--- src/rtl/diff_demo_pkg.sv ---
// Shared types for the layer scheduler: table entry layout and FSM states.
package diff_demo_pkg;

  localparam int unsigned LAYER_MAX_DEF = 8;

  typedef struct packed {
    logic [7:0] w;
    logic [7:0] h;
    logic [7:0] c;
    logic       kernel_mode;
    logic       bit_mode;
    logic       is_diff;
  } layer_cfg_t;

  typedef enum logic [1:0] {
    S_IDLE  = 2'd0,
    S_ISSUE = 2'd1,
    S_RUN   = 2'd2,
    S_DONE  = 2'd3
  } sched_state_e;

endpackage

--- src/rtl/layer_cfg_table.sv ---
// Layer configuration table: flop array, one write port, one combinational read port.
module layer_cfg_table
  import diff_demo_pkg::*;
#(
  parameter int unsigned LAYER_MAX = LAYER_MAX_DEF,
  localparam int unsigned AW = $clog2(LAYER_MAX)
) (
  input  logic          clk,
  input  logic          rst_n,
  input  logic          we,
  input  logic [AW-1:0] waddr,
  input  layer_cfg_t    wdata,
  input  logic [AW-1:0] raddr,
  output layer_cfg_t    rdata
);

  layer_cfg_t tbl [LAYER_MAX];

  // Entry storage; cleared on reset, written when the strobe is high.
  always_ff @(posedge clk or negedge rst_n) begin
    if (!rst_n) begin
      for (int unsigned i = 0; i < LAYER_MAX; i++) begin
        tbl[i] <= '0;
      end
    end else if (we) begin
      tbl[waddr] <= wdata;
    end
  end

  // Asynchronous read of the addressed entry.
  always_comb begin
    rdata = tbl[raddr];
  end

endmodule

--- src/rtl/layer_sched_ctrl.sv ---
// Layer sequence scheduler: walks the config table, handing one layer at a
// time to the guard-generator controller and waiting for its finish pulse.
module layer_sched_ctrl
  import diff_demo_pkg::*;
#(
  parameter int unsigned LAYER_MAX = LAYER_MAX_DEF,
  localparam int unsigned AW = $clog2(LAYER_MAX)
) (
  input  logic          clk,
  input  logic          rst_n,
  input  logic          cfg_we,
  input  logic [AW-1:0] cfg_addr,
  input  logic [7:0]    cfg_w_num,
  input  logic [7:0]    cfg_h_num,
  input  logic [7:0]    cfg_c_num,
  input  logic          cfg_kernel_mode,
  input  logic          cfg_bit_mode,
  input  logic          cfg_is_diff,
  input  logic          start,
  input  logic [AW:0]   layer_cnt,
  input  logic          abort,
  output logic          busy,
  output logic          done,
  output logic [AW-1:0] cur_layer,
  output logic          ctrl_valid,
  input  logic          ctrl_ready,
  input  logic          ctrl_finish,
  output logic [7:0]    w_num_o,
  output logic [7:0]    h_num_o,
  output logic [7:0]    c_num_o,
  output logic          kernel_mode_o,
  output logic          bit_mode_o,
  output logic          is_diff_o,
  output logic          is_first_o
);

  localparam logic [AW:0] MAX_CNT = (AW+1)'(LAYER_MAX);

  sched_state_e state_q, state_d;
  logic [AW:0]   cnt_q;
  logic [AW-1:0] cur_layer_q;
  layer_cfg_t    cfg_q;
  logic          is_first_q;
  logic          zero_done_q;

  logic          load_first;
  logic          load_next;
  logic          zero_done;
  logic          last_layer;
  logic [AW-1:0] next_layer;
  logic [AW:0]   cnt_clamped;
  logic          tbl_we;
  logic [AW-1:0] tbl_raddr;
  layer_cfg_t    tbl_wdata;
  layer_cfg_t    tbl_rdata;

  // Table writes are only honoured while idle.
  always_comb begin
    tbl_we    = cfg_we && (state_q == S_IDLE);
    tbl_wdata = '{w: cfg_w_num, h: cfg_h_num, c: cfg_c_num,
                  kernel_mode: cfg_kernel_mode, bit_mode: cfg_bit_mode,
                  is_diff: cfg_is_diff};
  end

  layer_cfg_table #(.LAYER_MAX(LAYER_MAX)) u_table (
    .clk   (clk),
    .rst_n (rst_n),
    .we    (tbl_we),
    .waddr (cfg_addr),
    .wdata (tbl_wdata),
    .raddr (tbl_raddr),
    .rdata (tbl_rdata)
  );

  // Layer index arithmetic, count clamp and table read address.
  always_comb begin
    next_layer  = cur_layer_q + AW'(1);
    last_layer  = (({1'b0, cur_layer_q} + (AW+1)'(1)) == cnt_q);
    cnt_clamped = (layer_cnt > MAX_CNT) ? MAX_CNT : layer_cnt;
    // In IDLE the only possible load is entry 0 for a new sequence.
    tbl_raddr   = (state_q == S_IDLE) ? '0 : next_layer;
  end

  // Next-state and load decisions; abort overrides every other request.
  always_comb begin
    state_d    = state_q;
    load_first = 1'b0;
    load_next  = 1'b0;
    zero_done  = 1'b0;
    if (abort) begin
      state_d = S_IDLE;
    end else begin
      case (state_q)
        S_IDLE: begin
          if (start) begin
            if (layer_cnt != '0) begin
              state_d    = S_ISSUE;
              load_first = 1'b1;
            end else begin
              zero_done = 1'b1;
            end
          end
        end
        S_ISSUE: begin
          if (ctrl_ready) state_d = S_RUN;
        end
        S_RUN: begin
          if (ctrl_finish) begin
            if (last_layer) begin
              state_d = S_DONE;
            end else begin
              state_d   = S_ISSUE;
              load_next = 1'b1;
            end
          end
        end
        S_DONE:  state_d = S_IDLE;
        default: state_d = S_IDLE;
      endcase
    end
  end

  // State register and sequence bookkeeping.
  always_ff @(posedge clk or negedge rst_n) begin
    if (!rst_n) begin
      state_q     <= S_IDLE;
      cnt_q       <= '0;
      cur_layer_q <= '0;
      cfg_q       <= '0;
      is_first_q  <= 1'b0;
      zero_done_q <= 1'b0;
    end else begin
      state_q     <= state_d;
      zero_done_q <= zero_done;
      if (load_first) begin
        cnt_q       <= cnt_clamped;
        cur_layer_q <= '0;
        cfg_q       <= tbl_rdata;
        is_first_q  <= 1'b1;
      end else if (load_next) begin
        cur_layer_q <= next_layer;
        cfg_q       <= tbl_rdata;
        is_first_q  <= 1'b0;
      end
    end
  end

  // Output decode from state and registered config.
  always_comb begin
    busy          = (state_q != S_IDLE);
    ctrl_valid    = (state_q == S_ISSUE);
    done          = (state_q == S_DONE) || zero_done_q;
    cur_layer     = cur_layer_q;
    w_num_o       = cfg_q.w;
    h_num_o       = cfg_q.h;
    c_num_o       = cfg_q.c;
    kernel_mode_o = cfg_q.kernel_mode;
    bit_mode_o    = cfg_q.bit_mode;
    is_diff_o     = cfg_q.is_diff;
    is_first_o    = is_first_q;
  end

endmodule

--- config.mk ---
export PLATFORM = sky130hd
export DESIGN_NAME = layer_sched_ctrl
export DESIGN_NICKNAME = d
export VERILOG_FILES = /design/src/rtl/diff_demo_pkg.sv /design/src/rtl/layer_cfg_table.sv /design/src/rtl/layer_sched_ctrl.sv
export SDC_FILE = /design/constraint.sdc
export NUM_CORES = 1
export LEC_CHECK = 0
export ABC_AREA = 1
export BUFFER_PORTS_ARGS = -buffer_cell sky130_fd_sc_hd__buf_2
export CORE_UTILIZATION = 45
export DETAILED_ROUTE_END_ITERATION = 6
export GPL_TIMING_DRIVEN = 0
export SYNTH_ARGS = -nofsm -noshare
export SYNTH_HDL_FRONTEND = slang
export SYNTH_HIERARCHICAL = 1
export SYNTH_SLANG_ARGS = --single-unit
--- constraint.sdc ---
create_clock -name clk -period 2 [get_ports clk]
set_input_delay 0.2 -clock clk [delete_from_list [all_inputs] [get_ports clk]]
set_output_delay 0.2 -clock clk [all_outputs]
set_load 0.02 [all_outputs]
==> flow_metrics.env <==
export IMPL_status="complete, no violations"
export IMPL_cts_made_buffers=28
export IMPL_fin_util=0.560
export IMPL_yosys_area_share_adder=0.00100
export IMPL_root_buffer="clkbuf_16"
export IMPL_r2r_start="cur_layer[0]"
export IMPL_vias=10900
export IMPL_cp_arrival_ns=2.38
export IMPL_layout_setup_ws_ns=0.0540
export IMPL_end_kind="flip-flop"
export IMPL_hold_class="in2reg"
export IMPL_synth_compound_area_frac=0.0989
export IMPL_place_congestion=0.891
export IMPL_drc=0
export IMPL_synth_cells=1664
export IMPL_drt_wl_total_mm=36.6
export IMPL_drt_initial_drc_count=919
export IMPL_drive_gt1_frac=0.177
export IMPL_tightest_slew_ns=0.588
export IMPL_grt_total_usage=0.266
export IMPL_area_growth_syn_to_layout_pct=21.5
export IMPL_path_buf_inv=4
export IMPL_total_power_mw=25.8
export IMPL_critical_path_class="reg2reg"
export IMPL_muxShareOfSynthArea=0
export IMPL_fin_crit_sh=0.973
export IMPL_holdWs_ns=0.0724
export IMPL_hold_viol=0
export IMPL_synth_top_area_share=0.509
export IMPL_htreeDepth=1
export IMPL_die_w_um=169
export IMPL_r2r_cells=12
export IMPL_r2r_slack_ns=0.05
export IMPL_critical_path_slowest_cell="dfrtp_2"
export IMPL_numClockSinks=254
export IMPL_cp_num_cells=12
export IMPL_cp_start_kind="flip-flop"
export IMPL_drtPass1Iterations=7
export IMPL_rsz0062_at_grt="true"
export IMPL_rows=60
export IMPL_syn_nets=1706
export IMPL_grt_max_degree=114
export IMPL_cts_buffer_depth=3
export IMPL_initial_core_util=0.461
export IMPL_dp_hpwl_mm=25.9
export IMPL_pre_cts_ws_ns=-0.684
export IMPL_synth_top_family_by_area="simple AND/OR/NAND/NOR gates"
export IMPL_placed_cell_area_um2=13400
export IMPL_crit_end="c_num_o[0]"
export IMPL_finalCriticalPeriod_ns=1.95
export IMPL_grt_pass1_wl_mm=58.8
export IMPL_port_buffers=74
export IMPL_yosys_warnings=6
export IMPL_stdcell_area_um2=15200
export IMPL_ioPinCount=75
export IMPL_required_ns=2.43
export IMPL_maxSlewHeadroom=0.608
export IMPL_synth_distinct_cells=29
export IMPL_wl_per_cell_um=16.6
export IMPL_dieArea_um2=28400
export IMPL_yosysSeqAreaShare=0.509
export IMPL_path_cells="ha_4 > inv_1 > nor2_2 > buf_6 > inv_6 > buf_8 > nand3_1 > nand2_1 > nand2_1 > nand2_2 > nand2_2 > nand2_1"
export IMPL_r2r_end="c_num_o[0]"
export IMPL_synth_seq_cells=254
export IMPL_path_max_fanout=10
export IMPL_crit_top_cell="nand2_1"
export IMPL_maxSlewViolCount=0
export IMPL_core_area_um2=27100
export IMPL_max_freq_mhz=514
export IMPL_path_clk_slew_ns=0.06
export IMPL_irDropWorstVdd_mv=0.678
export IMPL_n_antenna_cell=0
export IMPL_clk_latency_ns=0.54
export IMPL_drv_cap=0
export IMPL_die_y_um=169
export IMPL_cp_top_family="simple AND/OR/NAND/NOR gates"
export IMPL_fin_skew_ns=0.0165
export IMPL_startpoint="cur_layer[0]"
export IMPL_vias_per_cell=4.95
export IMPL_synthSimpleGateAreaFrac=0.276
export IMPL_p_leak_nw=8.19
export IMPL_syn_area_um2=12500
export IMPL_syn_area_per_cell_um2=7.51
export IMPL_synth_top_area_cell="dfrtp_1"
export IMPL_critPathMaxStageDelay_ns=0.44
export IMPL_finalSetupViolCount=0
export IMPL_antenna_found_initial=0
export IMPL_nNetsFinal=1857
export IMPL_cts_tree="built"
export IMPL_ant_nets=0
export IMPL_overflow=0
export IMPL_powerDensity_nw_per_um2=1700
export IMPL_synth_xor_xnor_area_share=0
export IMPL_synth_area_leaders="dfrtp_1 51%, nand2_1 19%, o21ai_0 8.0%, inv_1 7.8%, nand3_1 5.8%"
export IMPL_first_global_vias=10600
[worst min-delay path by stage]
stage | start | endpoint | slack (ns) | depth (start not counted)
after floorplan | rst_n | bit_mode_o | -0.1 | 0
after global placement | cfg_w_num[5] | u_table/tbl[24] | 0.42 | 3
after detailed placement | rst_n | c_num_o[4] | 0.19 | 1
after CTS | ctrl_finish | cur_layer[0] | 0.05 | 5
after global routing | ctrl_finish | cur_layer[0] | 0.1 | 5
final | ctrl_finish | cur_layer[1] | 0.07 | 5
[cells by family after synthesis]
kind of cell	after synthesis
AO/OA/AOI/OAI	227
adder cells (fa/ha/maj)	1
buffers and inverters	356
flip-flops	254
AND/OR/NAND/NOR	826
[report_power, final]
part / total (mW) / internal, mW / switching, mW
registers: 8.55 / 7.43 / 1.11
logic: 11.6 / 4.04 / 7.58
clock network: 5.59 / 3.49 / 2.11
[flip-flops by register name (all words and copies together) (netlist names)]
signal / count
h_num_o: 8
kernel_mode_o: 1
zero_done_q: 1
u_table/tbl: 216
cur_layer: 3
is_diff_o: 1
c_num_o: 8
state_q: 2
is_first_o: 1
bit_mode_o: 1
w_num_o: 8
cnt_q: 4
[per-layer routing]
| layer | routed length (µm) | part of all wire | GRT usage |
|---|---|---|---|
| met1 | 17400 | 0.47 | 0.383 |
| met2 | 16600 | 0.46 | 0.427 |
| met3 | 1930 | 0.053 | 0.0313 |
| met4 | 655 | 0.018 | 0.0676 |
| met5 | 0 | 0 | 0 |
[cell usage in the layout, fill, tap and decap left out, types with 23 or more instances in the layout]
| cell | n |
|---|---|
| buf_2 | 101 |
| clkbuf_16 | 29 |
| dfrtp_1 | 252 |
| dlygate4sd3_1 | 35 |
| inv_1 | 261 |
| nand2_1 | 599 |
| nand2_2 | 56 |
| nand3_1 | 145 |
| o21ai_0 | 198 |
| o21ai_2 | 23 |
[cells in the mapped netlist (all sizes together)]
master  count
nand3     148
ha          1
nor3        1
a21oi       4
clkbuf     46
nor2       15
nand2     658
nand4       4
inv       268
dfrtp     254
clkinv      1
buf        41
o21ai     222
o21bai      1
[stage by stage]
step           TNS [ns]  instances
2_1_floorplan         0       1664
3_3_place_gp   -1065.83       2110
3_5_place_dp     -53.95       2112
4_1_cts               0       2205
5_1_grt         -0.0348       2209
6_report              0       2209
[layout make-up]
type / count / area [µm²]
Fill cell: 2564 / 11900
Sequential cell: 254 / 6360
Multi-Input combinational cell: 1054 / 4810
Inverter: 269 / 1020
Timing Repair Buffer: 120 / 866
Clock buffer: 42 / 865
Buffer: 87 / 636
Tap cell: 372 / 465
Clock inverter: 10 / 154
Timing Repair inverter: 1 / 7.51
[what timing repair did]
action / in CTS / in global routing
pin swaps: 1 / 3
endpoints found under the hold margin: 100 / 0
hold buffers: 35 / 0
endpoints found under the setup margin: 243 / 205
gates cloned: 1 / 0
buffers inserted: 5 / 4
resized for setup: 77 / 100
[worst register-to-register path, cell delays in order (launching register included)]
cell,delay [ns]
dfrtp_2,0.44
ha_4,0.29
inv_1,0.06
nor2_2,0.10
buf_6,0.19
inv_6,0.09
buf_8,0.16
nand3_1,0.09
nand2_1,0.10
nand2_1,0.13
nand2_2,0.08
nand2_2,0.07
nand2_1,0.04
Note: power is estimated with default switching activity, not from simulation.
